**config.mk**
```make
export PLATFORM = sky130hd
export DESIGN_NAME = pulse_to_level
export DESIGN_NICKNAME = d
export VERILOG_FILES = /design/src/rtl/pulse_to_level.sv
export SDC_FILE = /design/constraint.sdc
export NUM_CORES = 1
export LEC_CHECK = 0
export ABC_AREA = 1
export BUFFER_PORTS_ARGS = -buffer_cell sky130_fd_sc_hd__buf_2
export CAP_MARGIN = 10
export CORE_MARGIN = 2
export CORE_UTILIZATION = 47
export DETAILED_ROUTE_END_ITERATION = 6
export GPL_TIMING_DRIVEN = 0
export PLACE_DENSITY = 0.8
export SETUP_SLACK_MARGIN = 0.05
export SLEW_MARGIN = 20
export SYNTH_ARGS = -nofsm -noshare
export SYNTH_HDL_FRONTEND = slang
export SYNTH_SLANG_ARGS = --single-unit
```
**constraint.sdc**
```tcl
create_clock -name clk -period 1.9 [get_ports clk]
set_input_delay 0.285 -clock clk [delete_from_list [all_inputs] [get_ports clk]]
set_output_delay 0.285 -clock clk [all_outputs]
set_load 0.03 [all_outputs]
```
**src/rtl/pulse_to_level.sv**
```systemverilog
// Stretches single-cycle event pulses into acknowledged levels, queueing events
// that arrive while a previous one is still being presented.
module pulse_to_level #(
   parameter int HIGH_MIN = 4,
   parameter int GAP      = 1,
   parameter int PEND_W   = 4
) (
   input  logic              clk,
   input  logic              rst,
   input  logic              pulse_in,
   input  logic              ack_in,
   input  logic              clr_overflow,
   output logic              level_out,
   output logic              busy,
   output logic [PEND_W-1:0] pending,
   output logic              overflow
);

   localparam int HCW = (HIGH_MIN > 1) ? $clog2(HIGH_MIN) : 1;
   localparam int GCW = (GAP > 1) ? $clog2(GAP) : 1;
   localparam logic [PEND_W-1:0] PEND_MAX = {PEND_W{1'b1}};

   typedef enum logic [1:0] {
      IDLE     = 2'd0,
      HIGH     = 2'd1,
      WAIT_ACK = 2'd2,
      GAP_ST   = 2'd3
   } state_t;

   state_t state;
   state_t state_next;

   logic [HCW-1:0] high_cnt;
   logic [GCW-1:0] gap_cnt;
   logic           high_last;
   logic           gap_last;
   logic           pend_inc;
   logic           pend_dec;
   logic           drop;

   assign high_last = (high_cnt == HCW'(HIGH_MIN - 1));
   assign gap_last  = (gap_cnt == GCW'(GAP - 1));

   // A pulse in IDLE with nothing queued is served directly; every other pulse
   // is queued, and a queued event is consumed whenever IDLE finds one waiting.
   assign pend_inc = pulse_in && !((state == IDLE) && (pending == '0));
   assign pend_dec = (state == IDLE) && (pending != '0);
   assign drop     = pend_inc && !pend_dec && (pending == PEND_MAX);

   always_ff @(posedge clk) begin
      if (rst) begin
         state    <= IDLE;
         high_cnt <= '0;
         gap_cnt  <= '0;
         pending  <= '0;
         overflow <= 1'b0;
      end else begin
         state    <= state_next;
         high_cnt <= ((state == HIGH) && !high_last) ? high_cnt + HCW'(1) : '0;
         gap_cnt  <= ((state == GAP_ST) && !gap_last) ? gap_cnt + GCW'(1) : '0;
         if (pend_inc && !pend_dec && !drop) begin
            pending <= pending + PEND_W'(1);
         end else if (pend_dec && !pend_inc) begin
            pending <= pending - PEND_W'(1);
         end
         // A drop in the same cycle as a clear leaves the flag set.
         if (drop) begin
            overflow <= 1'b1;
         end else if (clr_overflow) begin
            overflow <= 1'b0;
         end
      end
   end

   always_comb begin
      state_next = state;
      unique case (state)
         IDLE: begin
            if ((pending != '0) || pulse_in) begin
               state_next = HIGH;
            end
         end
         HIGH: begin
            if (high_last) begin
               state_next = ack_in ? GAP_ST : WAIT_ACK;
            end
         end
         WAIT_ACK: begin
            if (ack_in) begin
               state_next = GAP_ST;
            end
         end
         GAP_ST: begin
            if (gap_last) begin
               state_next = IDLE;
            end
         end
         default: state_next = IDLE;
      endcase
   end

   always_comb begin
      level_out = (state == HIGH) || (state == WAIT_ACK);
      busy      = (state != IDLE);
   end

endmodule

```
======== After elaboration in Yosys (flattened, before gate mapping) ========
Index checks and enable logic that the tools add are counted.
word-level totals
  word-level logic and storage cells ...... 55
  flip-flop bits (word level) ............. 10
  bits of input ports ..................... 5
  output and inout bits ................... 7
operators by class
  add/sub/neg operators ................... 4
  multiplexer cells ....................... 10
  reduce and logical (&&, ||, !) cells .... 25
  equal/unequal tests ..................... 9
  bitwise operators ....................... 2
operator list
  cell                   number
  $logic_and A1 B1 Y1    9
  $mux W2                4
  $mux W4                2
  $pmux W2 S4            1
  $eq A2 B2 Y1 const B   3
  $ne A2 B2 Y1 const B   3
  $reduce_bool A2 Y1     3
  $logic_not A1 Y1       5
  $add A4 B1 Y4 const B  1
  $eq A4 B4 Y1 const B   1
  $logic_not A4 Y1       1
  $reduce_and A4 Y1      1
  $reduce_bool A4 Y1     1
  $reduce_or A2 Y1       2
  $sub A4 B1 Y4 const B  1
  $mux W1                3
  $add A2 B1 Y2 const B  1
  $eq A2 B1 Y1 const B   1
  $logic_not A2 Y1       1
  $logic_or A1 B1 Y1     2
  $ne A2 B1 Y1 const B   1
  $not A1 Y1             2
  $add A1 B1 Y1 const B  1

======== Depth between registers and ports, before layout ========
Gate-level depths: netlist of run 1.
  depth after elaboration ................. 9
  mapped depth ............................ 13
  depth with buffers taken out ............ 13

======== Worst setup path before layout of run 1 ========
Ideal clock, no wire load.
  kind .................................... register to register
  start point ............................. reg pending[0]
  end point ............................... reg pending[3]
  period minus slack after synthesis ...... 1857 ps
  slack ................................... 43 ps
  buffers on the path ..................... 0
  data arrival time ....................... 1744 ps
  cell stages (with the launch flop) ...... 12
  library setup time ...................... 113 ps
  required time ........................... 1787 ps
  cell sequence ........................... dfxtp_1 -> nand2_2 -> o21ai_4 -> ha_1 -> nand2_1 -> nand2_1 -> nor2_1 -> nand2_1 -> nand3_2 -> nand2_1 -> nand2_1 -> nor2_1
between the ends
  longest elaborated chain between the ends .. 9
  elaborated cells on any way between the ends .. 19
  those cells by class .................... add/sub (2); eq/ne (1); mux (2); reduce/logical (14)
RTL lines
  element                                        RTL line  source
  from (decl)                                    15        output logic [PEND_W-1:0] pending,
  from (signal assigned)                         62        pending <= pending + PEND_W'(1);
  from (signal assigned)                         64        pending <= pending - PEND_W'(1);
  $logic_not A4 Y1                               46        assign pend_inc = pulse_in && !((state == IDLE) && (pending == '0));
  $logic_and A1 B1 Y1                            46
  $logic_not A1 Y1                               46
  $logic_and A1 B1 Y1                            46
  $logic_and A1 B1 Y1                            48, 61
  $logic_and A1 B1 Y1                            48        assign drop = pend_inc && !pend_dec && (pending == PEND_MAX);
  $logic_not A1 Y1                               61        if (pend_inc && !pend_dec && !drop) begin
  $logic_and A1 B1 Y1                            61
  $mux W4 or $reduce_bool A2 Y1 (tied branches)  --
Parallel ways exist; a longest one is shown, timed or not. The select of a mux whose other input is x is not followed.
A chain may end at the register's enable or synchronous reset.

======== Worst setup path after layout of run 1 ========
  start point ............................. reg state[0]
  end point ............................... reg pending[3]
between the ends
  longest elaborated chain between the ends .. 9
  elaborated cells on any way between the ends .. 14
  those cells by class .................... mux (1); reduce/logical (13)
RTL lines
  element                                        RTL line  source
  from (decl)                                    30        state_t state;
  from (signal assigned)                         58        state <= state_next;
  $logic_not A2 Y1 (*)                           46, 47
  $logic_and A1 B1 Y1                            46
  $logic_not A1 Y1                               46
  $logic_and A1 B1 Y1                            46
  $logic_and A1 B1 Y1                            48, 61
  $logic_and A1 B1 Y1                            48
  $logic_not A1 Y1                               61
  $logic_and A1 B1 Y1                            61
  $mux W4 or $reduce_bool A2 Y1 (tied branches)  --
Every way passes the cells marked *; elsewhere a longest branch is shown, timed or not.

==> flow_metrics.tcl, run 1 <==
set metrics [dict create \
    status "completed" \
    period_share 0.916 \
    clockBufferDepth 2 \
    synth.most_common_cell "nand2_1" \
    crit_buf_inv 2 \
    fin_nets 116 \
    dr.pass1.iters 4 \
    hold_path_end "overflow" \
    antenna_found_initial 0 \
    crit_slowest_cell "dfxtp_4" \
    holdBufCountCts 0 \
    synthTopCellsByArea "dfxtp_1 (31%), ha_1 (16%), nand2_1 (8.8%), inv_1 (7.6%), nor2_1 (7.0%)" \
    hold_depth 2 \
    slew_viol_final 0 \
    cts-htree-levels 1 \
    reg2regPathDepth 13 \
    path_delay_family "simple AND/OR/NAND/NOR gates" \
    ys_warn_count 0 \
    ios 12 \
    hp-start "rst" \
    tns_ns 0 \
    grt_overflow_total 0 \
    rr_startpoint "state[0]" \
    die_y_microns 40.9 \
    avgRoutedWirePerCell_microns 10.8 \
    cap_violations 0 \
    rsz0062_at_grt "false" \
    place_congestion 0.731 \
    synth-seq-cells 10 \
    wl_mm 1.26 \
    cts.sinks 10 \
    rows 13 \
    worstSetupPathType "flop to flop" \
    synth_top_area_frac 0.313 \
    syn_to_final_growth_pct 24.6 \
    hold_path_class "primary input to flop" \
    drt_iter0_drc 2 \
    async_reset_ff_frac 0 \
    rrSetupSlack_ns 0.16 \
    setup_viol 0 \
    postSynthAreaPerCell_sq_um 7.63 \
    path_max_fanout 6 \
    finalHoldViolations 0 \
    power.leakage_nw 0.389 \
    io_buffers 11 \
    peakVddDrop_v 0.00107 \
    synthDistinctLibCells 19 \
    ys_seq_area_frac 0.313 \
    grt_max_degree 8 \
    endpoint_kind "flop" \
    fmax_ghz 0.575 \
    dp.final_hpwl_microns 908 \
    die_area_sq_um 1670 \
    clock_latency_ns 0.26 \
    grt_pass1_vias 460 \
    synth_area_sq_um 641 \
    final_antenna_net_count 0 \
    synth_commonest_cells "nand2_1 (15), inv_1 (13), nor2_1 (12), dfxtp_1 (10), ha_1 (8)" \
    cp-start-kind "flop" \
    grt_pass1_wl_mm 1.85 \
    holdWs_ns 0.253 \
    initial_core_util 0.499 \
    clock-root-buffer "clkbuf_4" \
    drive_above_1_share 0.327 \
    final.min_clock_period_ns 1.74 \
    core_sq_um 1280 \
    antenna_cells 0 \
    cts_tree "yes" \
    route.vias.total 561 \
    rr_endpoint "pending[3]" \
    cp_common_cell "nand2_1" \
    vias_per_cell 4.84 \
    nFillCells 125 \
    cp.arrival_ns 1.91 \
    power_density_nw_per_um2 1840 \
    globalRouteTotalUtil 0.182 \
    synthFlopType "dfxtp_1" \
    fin_skew_ns 0.00368 \
    clk_pin_slew_worst_paths_ns 0.07 \
    syn-num-nets 98 \
    drc 0 \
    critical_path_required_ns 2.07 \
    synth_edf_count 0 \
    syn_inst 84 \
    cpPeakStageDelay_ns 0.38 \
    yosysTopAreaCell "dfxtp_1" \
    crit_chain "inv_2 > ha_4 > nor2_4 > o21ai_4 > ha_1 > nand3_1 > inv_1 > nor2_1 > nand2_1 > nand3_2 > nand2_1 > nand2_1 > nor2_1" \
    fp.dieW_microns 40.9 \
    numCtsBuffers 3 \
]
[flip-flops by register name, indices dropped and copies added, names as in the netlist]
name / flops
pending: 4
overflow: 1
state: 2
gap_cnt: 1
high_cnt: 2
[worst reg2reg max path, cell delays in order, from the launching register on]
cell and delay (ns):
dfxtp_4 0.38, inv_2 0.07, ha_4 0.17, nor2_4 0.14
o21ai_4 0.11, ha_1 0.28, nand3_1 0.11, inv_1 0.05
nor2_1 0.08, nand2_1 0.07, nand3_2 0.06, nand2_1 0.05
nand2_1 0.05, nor2_1 0.03
[cells in the final DEF, fill, tap and decap left out, drive strengths merged]
cell type / synthesis / routed
nand2: 18 / 18
clkbuf: 0 / 4
o21ai: 5 / 5
nand3: 6 / 6
ha: 8 / 8
xnor2: 1 / 1
o211ai: 1 / 1
inv: 13 / 13
fa: 1 / 1
nor2: 14 / 14
buf: 0 / 13
a21oi: 5 / 5
conb: 1 / 1
dfxtp: 10 / 10
a211oi: 1 / 1
[where the power goes]
part           switching, mW  total, mW  internal, mW
clock                 0.0743      0.191         0.116
combinational          0.539      0.885         0.346
sequential             0.101      0.391         0.289
[cells by family after synthesis]
family,count (synthesis),synth area share
adder cells (fa/ha/maj),9,0.188
AND/OR/NAND/NOR,38,0.277
buffers and inverters,13,0.0762
XOR/XNOR,1,0.0137
flip-flops,10,0.312
other,1,0.00585
AO/OA/AOI/OAI,12,0.127
[stage by stage]
stage	power (mW)	area (sq um)	utilization	std cells	setup WS, ns
2_1_floorplan	1.02	642	-	84	0.0609
3_3_place_gp	1.15	716	0.557	110	-0.0709
3_5_place_dp	1.18	716	0.557	110	-0.106
4_1_cts	1.41	771	0.600	114	0.0798
5_1_grt	1.59	798	0.621	116	0.0532
6_report	1.47	798	0.621	116	0.160
[repair_timing]
action	in CTS	in global routing
hold endpoints to repair	0	0
setup buffers	0	2
pin swaps	1	1
gates resized for setup	4	5
setup endpoints to repair	2	2
[worst max path at each step]
stage | start | endpoint | slack [ns] | depth (start not counted)
detailed placement | state[0] | pending[3] | -0.11 | 13
CTS | state[1] | pending[3] | 0.08 | 13
floorplan | pending[1] | pending[3] | 0.06 | 11
global route | pending[2] | pending[3] | 0.05 | 10
finish | state[0] | pending[3] | 0.16 | 13
global placement | state[0] | pending[3] | -0.07 | 13
[area by class of cell]
type | count | area [sq um] | area share
repair buffers | 13 | 70.1 | 0.0878
inverters | 13 | 48.8 | 0.0611
multi-input cells | 61 | 417 | 0.522
flip-flops and latches | 10 | 208 | 0.260
well taps | 15 | 18.8 | 0.0235
clock buffers | 4 | 36.3 | 0.0455
[layer usage]
metal	wire, microns	track usage	vias up
met5	0	0	-
met4	0	0.0500	0
met3	72	0.0815	0
met2	665	0.332	13
met1	521	0.182	252
li1	-	-	296
Power figures use the tool's default switching activity.
==> run 2: changes to the inputs <==
--- a/config.mk
+++ b/config.mk
@@ -8,11 +8,11 @@
 export ABC_AREA = 1
 export BUFFER_PORTS_ARGS = -buffer_cell sky130_fd_sc_hd__buf_2
 export CAP_MARGIN = 10
-export CORE_MARGIN = 2
-export CORE_UTILIZATION = 47
+export CORE_AREA = 2 2 39 41
 export DETAILED_ROUTE_END_ITERATION = 6
+export DIE_AREA = 0 0 41 43
 export GPL_TIMING_DRIVEN = 0
-export PLACE_DENSITY = 0.8
+export PLACE_DENSITY = 0.79
 export SETUP_SLACK_MARGIN = 0.05
 export SLEW_MARGIN = 20
 export SYNTH_ARGS = -nofsm -noshare
==> constraint.sdc (replaced) <==
create_clock -name clk -period 2.1 [get_ports clk]
set_input_delay 0.315 -clock clk [delete_from_list [all_inputs] [get_ports clk]]
set_output_delay 0.315 -clock clk [all_outputs]
set_load 0.03 [all_outputs]
==> run 2 against run 1 <==
Sequential power is 12% lower. First-iteration DRC count is 50% lower. Sequential share of layout area is 0.15 points higher. Via count is 3.2% higher. Clock power is 8% lower. Largest power group unchanged.
==> flow_metrics.tcl, run 2 (same netlist as run 1, synthesis figures left out) <==
set metrics [dict create \
    wl_mm 1.16 \
    largest_reg_flops 4 \
    crit_slowest_cell "dfxtp_2" \
    final.min_clock_period_ns 1.85 \
    cp_common_cell "nand2_1" \
    clockBufferDepth 2 \
    tns_ns 0 \
    clk_pin_slew_worst_paths_ns 0.07 \
    rrSetupSlack_ns 0.25 \
    cts_tree "yes" \
    rows 14 \
    reg2regPathDepth 13 \
    ios 12 \
    clock_latency_ns 0.27 \
    finalHoldViolations 0 \
    path_max_fanout 6 \
    die_area_sq_um 1760 \
    rr_endpoint "pending[3]" \
    fmax_ghz 0.540 \
    grt_overflow_total 0 \
    globalRouteTotalUtil 0.156 \
    dr.pass1.iters 2 \
    avgRoutedWirePerCell_microns 9.99 \
    drc 0 \
    setup_viol 0 \
    rr_startpoint "state[0]" \
    grt_pass1_wl_mm 1.93 \
    period_share 0.882 \
    status "completed" \
    hold_path_class "primary input to flop" \
    largestRegisters "pending (4), high_cnt (2), state (2)" \
    core_sq_um 1380 \
    syn_to_final_growth_pct 20.9 \
    fin_skew_ns 0.00551 \
    dp.final_hpwl_microns 931 \
    placed_cells 111 \
    power.leakage_nw 0.383 \
    cp.arrival_ns 2.01 \
    final_cell_mix "nand2_1 (15), inv_1 (13), nor2_1 (12)" \
    path_delay_family "simple AND/OR/NAND/NOR gates" \
    hold_path_end "state[0]" \
    hold_depth 2 \
    peakVddDrop_v 0.000946 \
    top_register "pending" \
    place_congestion 0.671 \
    rsz0062_at_grt "false" \
    fp.dieW_microns 41 \
    drive_above_1_share 0.270 \
    crit_chain "inv_1 > ha_1 > nor2_4 > o21ai_4 > ha_1 > nand3_1 > inv_1 > nor2_1 > nand2_1 > nand3_2 > nand2_1 > nand2_1 > nor2_1" \
    grt_max_degree 8 \
    drt_iter0_drc 1 \
    placed_area_sq_um 716 \
    numCtsBuffers 3 \
    cp-start-kind "flop" \
    clock-root-buffer "clkbuf_4" \
    io_buffers 11 \
    antenna_cells 0 \
    final_antenna_net_count 0 \
    worstSetupPathType "flop to flop" \
    antenna_found_initial 0 \
    power_density_nw_per_um2 1640 \
    design_area_sq_um 774 \
    fin_nets 115 \
    cts.sinks 10 \
    initial_core_util 0.463 \
    vias_per_cell 4.99 \
    route.vias.total 579 \
    grt_pass1_vias 523 \
    endpoint_kind "flop" \
    critical_path_required_ns 2.26 \
    cpPeakStageDelay_ns 0.38 \
    fin_cells 116 \
    cap_violations 0 \
    cts-htree-levels 1 \
    crit_buf_inv 2 \
    slew_viol_final 0 \
    final_common_cell "nand2_1" \
    nFillCells 144 \
    die_y_microns 43 \
    hp-start "rst" \
]
## run 2: changes by cell type in the layout (fill, tap and decap cells not counted)
cell / previous run / this run
dfxtp_1: 6 / 8
inv_2: 2 / 0
dfxtp_4: 1 / 0
ha_1: 6 / 7
dfxtp_2: 3 / 2
ha_4: 2 / 1
inv_1: 11 / 13
buf_4: 2 / 1
## run 2: power by group
part	total, mW	switching, mW	internal [mW]
registers	0.344	0.0893	0.254
clock network	0.176	0.0711	0.105
logic	0.747	0.469	0.278
total	1.27	0.630	0.638
## run 2: final cells by class
| cell class | count | area (sq um) | share of cell area |
|---|---|---|---|
| inverter | 13 | 48.8 | 0.0630 |
| tap | 16 | 20.0 | 0.0258 |
| timing repair buffer | 12 | 62.6 | 0.0808 |
| sequential | 10 | 203 | 0.262 |
| multi-input combinational | 61 | 404 | 0.522 |
| clock buffer | 4 | 36.3 | 0.0468 |
## run 2: how the worst max path moves through the flow
stage                     slack, ns       start  cells after the start          to
final                          0.25    state[0]                     13  pending[3]
after global routing           0.11    state[0]                     13  pending[3]
after CTS                      0.11    state[1]                     13  pending[3]
after detailed placement       0.06    state[0]                     13  pending[3]
after global placement         0.13    state[0]                     13  pending[3]
after floorplan                0.24  pending[0]                     11  pending[3]
## run 2: layer usage
layer / vias to the layer above / track usage / part of all wire
met5: - / 0 / 0
met4: 0 / 0.0600 / 0.017
met1: 264 / 0.163 / 0.41
met2: 11 / 0.281 / 0.53
li1: 300 / - / -
met3: 4 / 0.0314 / 0.041
## run 2: repair_timing
action / 4_1_cts / 5_1_grt
buffers inserted: 0 / 1
endpoints found under the setup margin: 1 / 1
gates cloned: 0 / 0
resized for setup: 1 / 2
pin swaps: 0 / 1
hold buffers: 0 / 0
## run 2: through the flow
stage | util | worst slack [ns] | power [mW] | hold slack [ns]
after floorplan | - | 0.243 | 0.916 | 0.384
after global placement | 0.517 | 0.129 | 1.04 | 0.406
after detailed placement | 0.517 | 0.0594 | 1.07 | 0.419
after CTS | 0.544 | 0.105 | 1.25 | 0.283
after global routing | 0.560 | 0.105 | 1.40 | 0.300
final | 0.560 | 0.249 | 1.27 | 0.275
